$ cat src/rtl/snoop_pkg.sv
//------------------------------------------------------------------------------
// Module      : snoop_pkg
// Description : Shared types and encodings for the snoop cache responder.
// Revision    : 1.0 - initial release
//------------------------------------------------------------------------------
`default_nettype none

package snoop_pkg;

    localparam int SNOOP_ADDR_W = 32;
    localparam int SNOOP_DATA_W = 64;

    // CRRESP bit positions: {WasUnique, IsShared, PassDirty, Error, DataTransfer}
    localparam int CR_DATA_XFER  = 0;
    localparam int CR_ERROR      = 1;
    localparam int CR_PASS_DIRTY = 2;
    localparam int CR_IS_SHARED  = 3;
    localparam int CR_WAS_UNIQUE = 4;
    localparam int CR_W          = 5;

    localparam logic [1:0] UPD_KEEP         = 2'b00;
    localparam logic [1:0] UPD_SHARED_CLEAN = 2'b01;
    localparam logic [1:0] UPD_INVALID      = 2'b10;

    localparam logic [3:0] AC_READ_SHARED   = 4'b0001;
    localparam logic [3:0] AC_READ_CLEAN    = 4'b0010;
    localparam logic [3:0] AC_READ_UNIQUE   = 4'b0111;
    localparam logic [3:0] AC_CLEAN_INVALID = 4'b1001;
    localparam logic [3:0] AC_MAKE_INVALID  = 4'b1101;

    typedef enum logic [1:0] {
        S_IDLE   = 2'd0,
        S_LOOKUP = 2'd1,
        S_CR     = 2'd2,
        S_CD     = 2'd3
    } snoop_state_e;

    typedef struct packed {
        logic                    ac_valid;
        logic [SNOOP_ADDR_W-1:0] ac_addr;
        logic [3:0]              ac_snoop;
        logic                    cr_ready;
        logic                    cd_ready;
    } snoop_req_s;

    typedef struct packed {
        logic                    ac_ready;
        logic                    cr_valid;
        logic [CR_W-1:0]         cr_resp;
        logic                    cd_valid;
        logic [SNOOP_DATA_W-1:0] cd_data;
        logic                    cd_last;
    } snoop_resp_s;

    function automatic logic is_invalidating(input logic [3:0] snoop);
        return (snoop == AC_READ_UNIQUE) || (snoop == AC_CLEAN_INVALID) ||
               (snoop == AC_MAKE_INVALID);
    endfunction

endpackage

`default_nettype wire

$ cat src/rtl/snoop_resp_decoder.sv
//------------------------------------------------------------------------------
// Module      : snoop_resp_decoder
// Description : Derives CRRESP, data-transfer flag and line-state update.
// Revision    : 1.0 - initial release
//------------------------------------------------------------------------------
`default_nettype none

module snoop_resp_decoder
    import snoop_pkg::*;
(
    input  logic [3:0]      acsnoop_i,
    input  logic            hit_i,
    input  logic            dirty_i,
    input  logic            shared_i,
    output logic [CR_W-1:0] crresp_o,
    output logic            data_xfer_o,
    output logic            upd_valid_o,
    output logic [1:0]      upd_state_o
);

    always_comb begin
        crresp_o    = '0;
        upd_valid_o = 1'b0;
        upd_state_o = UPD_KEEP;
        case (acsnoop_i)
            AC_READ_SHARED, AC_READ_CLEAN: begin
                crresp_o[CR_DATA_XFER]  = hit_i;
                crresp_o[CR_PASS_DIRTY] = hit_i & dirty_i;
                crresp_o[CR_IS_SHARED]  = hit_i;
                crresp_o[CR_WAS_UNIQUE] = hit_i & ~shared_i;
                upd_valid_o             = hit_i;
                upd_state_o             = hit_i ? UPD_SHARED_CLEAN : UPD_KEEP;
            end
            AC_READ_UNIQUE, AC_CLEAN_INVALID: begin
                crresp_o[CR_DATA_XFER]  = hit_i;
                crresp_o[CR_PASS_DIRTY] = hit_i & dirty_i;
                crresp_o[CR_WAS_UNIQUE] = hit_i & ~shared_i;
                upd_valid_o             = hit_i;
                upd_state_o             = hit_i ? UPD_INVALID : UPD_KEEP;
            end
            AC_MAKE_INVALID: begin
                // The line is discarded without data, so only uniqueness is reported
                crresp_o[CR_WAS_UNIQUE] = hit_i & ~shared_i;
                upd_valid_o             = hit_i;
                upd_state_o             = hit_i ? UPD_INVALID : UPD_KEEP;
            end
            default: begin
                crresp_o[CR_ERROR] = 1'b1;
            end
        endcase
        data_xfer_o = crresp_o[CR_DATA_XFER];
    end

endmodule

`default_nettype wire

$ cat src/rtl/snoop_cache_responder.sv
//------------------------------------------------------------------------------
// Module      : snoop_cache_responder
// Description : Serves one ACE snoop at a time: lookup, CR response, CD beats.
// Revision    : 1.0 - initial release
//------------------------------------------------------------------------------
`default_nettype none

module snoop_cache_responder
    import snoop_pkg::*;
#(
    parameter int  AddrWidth    = 32,
    parameter int  DataWidth    = 64,
    parameter int  CdBeats      = 4,
    parameter type snoop_req_t  = snoop_req_s,
    parameter type snoop_resp_t = snoop_resp_s
) (
    input  logic                         clk_i,
    input  logic                         rst_i,
    input  snoop_req_t                   snoop_req_i,
    output snoop_resp_t                  snoop_resp_o,
    output logic                         lookup_valid_o,
    output logic [AddrWidth-1:0]         lookup_addr_o,
    input  logic                         lookup_ready_i,
    input  logic                         hit_i,
    input  logic                         dirty_i,
    input  logic                         shared_i,
    input  logic [CdBeats*DataWidth-1:0] line_i,
    output logic                         upd_valid_o,
    output logic [1:0]                   upd_state_o
);

    localparam int                BEAT_W    = $clog2(CdBeats);
    localparam int                LINE_W    = CdBeats * DataWidth;
    localparam int                OFFS_W    = $clog2(LINE_W / 8);
    localparam logic [BEAT_W-1:0] LAST_BEAT = BEAT_W'(CdBeats - 1);

    snoop_state_e          state_q;
    logic                  ac_ready_q;
    logic                  lookup_valid_q;
    logic                  cr_valid_q;
    logic                  cd_valid_q;
    logic                  upd_valid_q;
    logic [1:0]            upd_state_q;
    logic [BEAT_W-1:0]     beat_q;
    logic [BEAT_W-1:0]     beat_d;
    logic [AddrWidth-1:0]  addr_q;
    logic [3:0]            snoop_q;
    logic                  hit_q;
    logic                  dirty_q;
    logic                  shared_q;
    logic [LINE_W-1:0]     line_q;

    logic [CR_W-1:0]       w_crresp;
    logic                  w_data_xfer;
    logic                  w_upd_valid;
    logic [1:0]            w_upd_state;
    logic [DataWidth-1:0]  w_beat_data;

    // Decoder works on latched lookup state so CRRESP is stable for the whole CR phase
    snoop_resp_decoder u_decoder (
        .acsnoop_i   (snoop_q),
        .hit_i       (hit_q),
        .dirty_i     (dirty_q),
        .shared_i    (shared_q),
        .crresp_o    (w_crresp),
        .data_xfer_o (w_data_xfer),
        .upd_valid_o (w_upd_valid),
        .upd_state_o (w_upd_state)
    );

    assign beat_d      = beat_q + 1'b1;
    assign w_beat_data = line_q[beat_q * DataWidth +: DataWidth];

    always_ff @(posedge clk_i) begin
        if (rst_i) begin
            state_q        <= S_IDLE;
            ac_ready_q     <= 1'b1;
            lookup_valid_q <= 1'b0;
            cr_valid_q     <= 1'b0;
            cd_valid_q     <= 1'b0;
            upd_valid_q    <= 1'b0;
            upd_state_q    <= UPD_KEEP;
            beat_q         <= '0;
            addr_q         <= '0;
            snoop_q        <= '0;
            hit_q          <= 1'b0;
            dirty_q        <= 1'b0;
            shared_q       <= 1'b0;
            line_q         <= '0;
        end else begin
            upd_valid_q <= 1'b0;
            upd_state_q <= UPD_KEEP;
            case (state_q)
                S_IDLE: begin
                    if (snoop_req_i.ac_valid && ac_ready_q) begin
                        addr_q         <= snoop_req_i.ac_addr;
                        snoop_q        <= snoop_req_i.ac_snoop;
                        ac_ready_q     <= 1'b0;
                        lookup_valid_q <= 1'b1;
                        state_q        <= S_LOOKUP;
                    end
                end
                S_LOOKUP: begin
                    if (lookup_ready_i) begin
                        hit_q          <= hit_i;
                        dirty_q        <= dirty_i;
                        shared_q       <= shared_i;
                        line_q         <= line_i;
                        lookup_valid_q <= 1'b0;
                        cr_valid_q     <= 1'b1;
                        state_q        <= S_CR;
                    end
                end
                S_CR: begin
                    if (snoop_req_i.cr_ready) begin
                        cr_valid_q  <= 1'b0;
                        upd_valid_q <= w_upd_valid;
                        upd_state_q <= w_upd_state;
                        if (w_data_xfer) begin
                            cd_valid_q <= 1'b1;
                            beat_q     <= '0;
                            state_q    <= S_CD;
                        end else begin
                            ac_ready_q <= 1'b1;
                            state_q    <= S_IDLE;
                        end
                    end
                end
                S_CD: begin
                    if (snoop_req_i.cd_ready) begin
                        if (beat_q == LAST_BEAT) begin
                            beat_q     <= '0;
                            cd_valid_q <= 1'b0;
                            ac_ready_q <= 1'b1;
                            state_q    <= S_IDLE;
                        end else begin
                            beat_q <= beat_d;
                        end
                    end
                end
                default: begin
                    state_q <= S_IDLE;
                end
            endcase
        end
    end

    always_comb begin
        snoop_resp_o          = '0;
        snoop_resp_o.ac_ready = ac_ready_q;
        snoop_resp_o.cr_valid = cr_valid_q;
        snoop_resp_o.cr_resp  = cr_valid_q ? w_crresp : '0;
        snoop_resp_o.cd_valid = cd_valid_q;
        snoop_resp_o.cd_data  = cd_valid_q ? w_beat_data : '0;
        snoop_resp_o.cd_last  = cd_valid_q && (beat_q == LAST_BEAT);
    end

    assign lookup_valid_o = lookup_valid_q;
    assign lookup_addr_o  = {addr_q[AddrWidth-1:OFFS_W], OFFS_W'(0)};
    assign upd_valid_o    = upd_valid_q;
    assign upd_state_o    = upd_state_q;

endmodule

`default_nettype wire

$ cat config.mk
export PLATFORM = sky130hd
export DESIGN_NAME = snoop_cache_responder
export DESIGN_NICKNAME = d
export VERILOG_FILES = /design/src/rtl/snoop_pkg.sv /design/src/rtl/snoop_resp_decoder.sv /design/src/rtl/snoop_cache_responder.sv
export SDC_FILE = /design/constraint.sdc
export NUM_CORES = 1
export LEC_CHECK = 0
export ABC_AREA = 1
export BUFFER_PORTS_ARGS = -buffer_cell sky130_fd_sc_hd__buf_2
export CAP_MARGIN = 10
export CORE_MARGIN = 8
export CORE_UTILIZATION = 35
export DETAILED_ROUTE_END_ITERATION = 10
export PLACE_DENSITY = 0.58
export SLEW_MARGIN = 30
export SYNTH_ARGS = -nofsm -noshare
export SYNTH_HDL_FRONTEND = slang
export SYNTH_HIERARCHICAL = 1
export SYNTH_SLANG_ARGS = --single-unit
$ cat constraint.sdc
create_clock -name clk_i -period 2.3 [get_ports clk_i]
set_clock_uncertainty 0.2 [all_clocks]
set_input_delay 0.115 -clock clk_i [delete_from_list [all_inputs] [get_ports clk_i]]
set_output_delay 0.115 -clock clk_i [all_outputs]
set_load 0.01 [all_outputs]
==> results.json <==
{
  "crit_required_ns": 1.99,
  "io_buffers": 399,
  "final_common_cell": "a21oi_1",
  "grt_pass1_wl_mm": 74.63,
  "ant_nets": 0,
  "fp.dieW_microns": 207.5,
  "cp.arrival_ns": 1.92,
  "cts.reportedPaths.clkPinSlew_ns": 0.06,
  "post_drt_wl_per_cell_microns": 16.41,
  "drive_gt1_frac": 0.2140,
  "fin_worst_hold_slack_ns": 0.1537,
  "chipHeight_microns": 207.5,
  "start_kind": "flip-flop",
  "dr.pass1.iters": 6,
  "overflow": 0,
  "yosysWarnings": 6,
  "r2r_slack_ns": 0.17,
  "netlist_area_sq_um": 12840,
  "numClockSinks": 301,
  "postPlaceCellArea_sq_um": 15170,
  "place_ws_ns": 0.4213,
  "path_delay_family": "compound AO/OA/AOI/OAI gates",
  "crit_chain": "inv_8, buf_16, a21oi_2, o21ai_0, a21oi_1, buf_2",
  "final_hold_viol_count": 0,
  "status": "complete, no violations",
  "ys_ff_latch": 301,
  "worstSkewPairLatency_ns": 0.52,
  "drc": 0,
  "maxCapViolCount": 0,
  "num_rows": 70,
  "grt_usage": 0.2092,
  "dp_hpwl_mm": 29.10,
  "place_congestion": 0.8229,
  "root_buffer": "clkbuf_16",
  "p_total_mw": 17.10,
  "seq_area_frac_synth": 0.4693,
  "worstPathMaxFanout": 32,
  "syn2layout_area_growth_pct": 51.85,
  "post-route-period-util": 0.9698,
  "fillers": 3283,
  "netlist_instances": 1755,
  "postLayoutSetupSlackWorst_ns": 0.06941,
  "final-instance-count-excl-fill": 2872,
  "design_area_sq_um": 19490,
  "worstSetupPathType": "flip-flop to primary output",
  "dieArea_sq_um": 43070,
  "routed_via_density": 4.860,
  "routed_wl_mm": 47.12,
  "fmax_mhz": 448.3,
  "cts_buffers": 36,
  "period_needed_ns": 2.231,
  "hp-class": "primary input to flip-flop",
  "multi_input_area_sq_um": 5017,
  "grt_start_max_net_pins": 98,
  "grt_pass1_vias": 13921,
  "setup_violations": 0,
  "io_pins": 410,
  "cp_slowest_cell": "dfxtp_4",
  "register_area_sq_um": 6036,
  "yosys.cell_types.count": 25,
  "max-vdd-ir-drop_v": 0.0007322,
  "nets": 2674,
  "initialDrtViolationCount": 944,
  "avgSynthCellArea_sq_um": 7.315,
  "via_count": 13959,
  "setup_tns_ns": 0,
  "crit_path_max_incr_delay_ns": 0.40,
  "cts.path.max_buffers": 3,
  "utilization": 0.5364,
  "power_density_nw_per_um2": 877.0,
  "placedCellCount": 2499,
  "drv_slew": 0,
  "cp.buffers_inverters": 3,
  "power.leakage_nw": 7.972,
  "rsz0062_at_grt": "true",
  "core_sq_um": 36350,
  "cp-end-kind": "primary output",
  "antenna_found_initial": 5,
  "htreeDepth": 2,
  "layout_common_cells": "448 x a21oi_1, 411 x o21ai_0, 399 x buf_2",
  "initial_core_util": 0.3532,
  "tritoncts": "done"
}
==> sequential cells by signal, indices dropped and copies added (netlist names), 2 cells and up <==
register,cells
addr_q,27
upd_state_o,2
line_q,256
beat_q,2
state_q,2
snoop_q,4
==> cells in the mapped netlist, drive strengths merged <==
cell type,count,area [sq um]
nor3,2,15.01
inv,285,1070
clkbuf,63,260.3
dfxtp,301,6026
a21oi,458,2315
nand3,9,57.56
or2,2,12.52
nand2,33,123.9
ha,1,12.51
o21ai,420,2102
conb,1,3.750
buf,92,495.5
nand4,2,12.51
nor2,86,332.8
==> final cells by class <==
cell class / instances / area share
Sequential cell: 301 / 0.3096
Timing Repair Buffer: 730 / 0.2837
Multi-Input combinational cell: 1018 / 0.2574
Inverter: 285 / 0.05552
Clock buffer: 51 / 0.05487
Tap cell: 468 / 0.03004
Clock inverter: 12 / 0.008023
Antenna cell: 7 / 0.0008985
==> routing by layer <==
| metal | track usage | vias up | part of all wire |
|---|---|---|---|
| met4 | 0.08972 | 0 | 0.035 |
| met3 | 0.05284 | 114 | 0.066 |
| met5 | 0 | - | 0 |
| met1 | 0.2621 | 6346 | 0.44 |
| met2 | 0.3381 | 488 | 0.46 |
| li1 | - | 7011 | - |
==> report_power, final <==
| group | switching, mW | total [mW] | internal (mW) |
|---|---|---|---|
| clock | 2.26 | 5.85 | 3.59 |
| sequential | 0.492 | 6.91 | 6.42 |
| combinational | 2.56 | 4.34 | 1.78 |
==> tightest hold or removal path, delay by kind of cell <==
| family | cells | cell delay (ns) |
|---|---|---|
| buffers and inverters | 2 | 0.61 |
| and+or+nand+nor | 2 | 0.11 |
==> kinds of logic (layout without fill, tap and decap cells) <==
kind of cell,Yosys count,in the layout,synth area share
and+or+nand+nor,134,134,0.04317
other,1,12,0.0002921
buffers and inverters,440,1078,0.1422
adders and majority gates,1,1,0.0009744
AOI/OAI and AO/OA,878,878,0.3440
DFF,301,301,0.4694
==> what timing repair did <==
action,CTS,global route
resized for setup,3,11
endpoints found under the setup margin,3,24
setup buffers,0,2
cloned,1,0
hold endpoints to repair,301,0
hold buffers,300,0
pin swaps,1,6
==> final timing paths <==
check | from | endpoint | cells past startpoint
hold / removal | snoop_req_i[36] | addr_q[30] | 4
setup / recovery | beat_q[0] | snoop_resp_o[12] | 6
setup reg to reg | state_q[1] | cr_valid_q | 6
hold reg to reg | line_q[33] | line_q[33] | 2
Note: power is estimated with default switching activity, not from simulation.
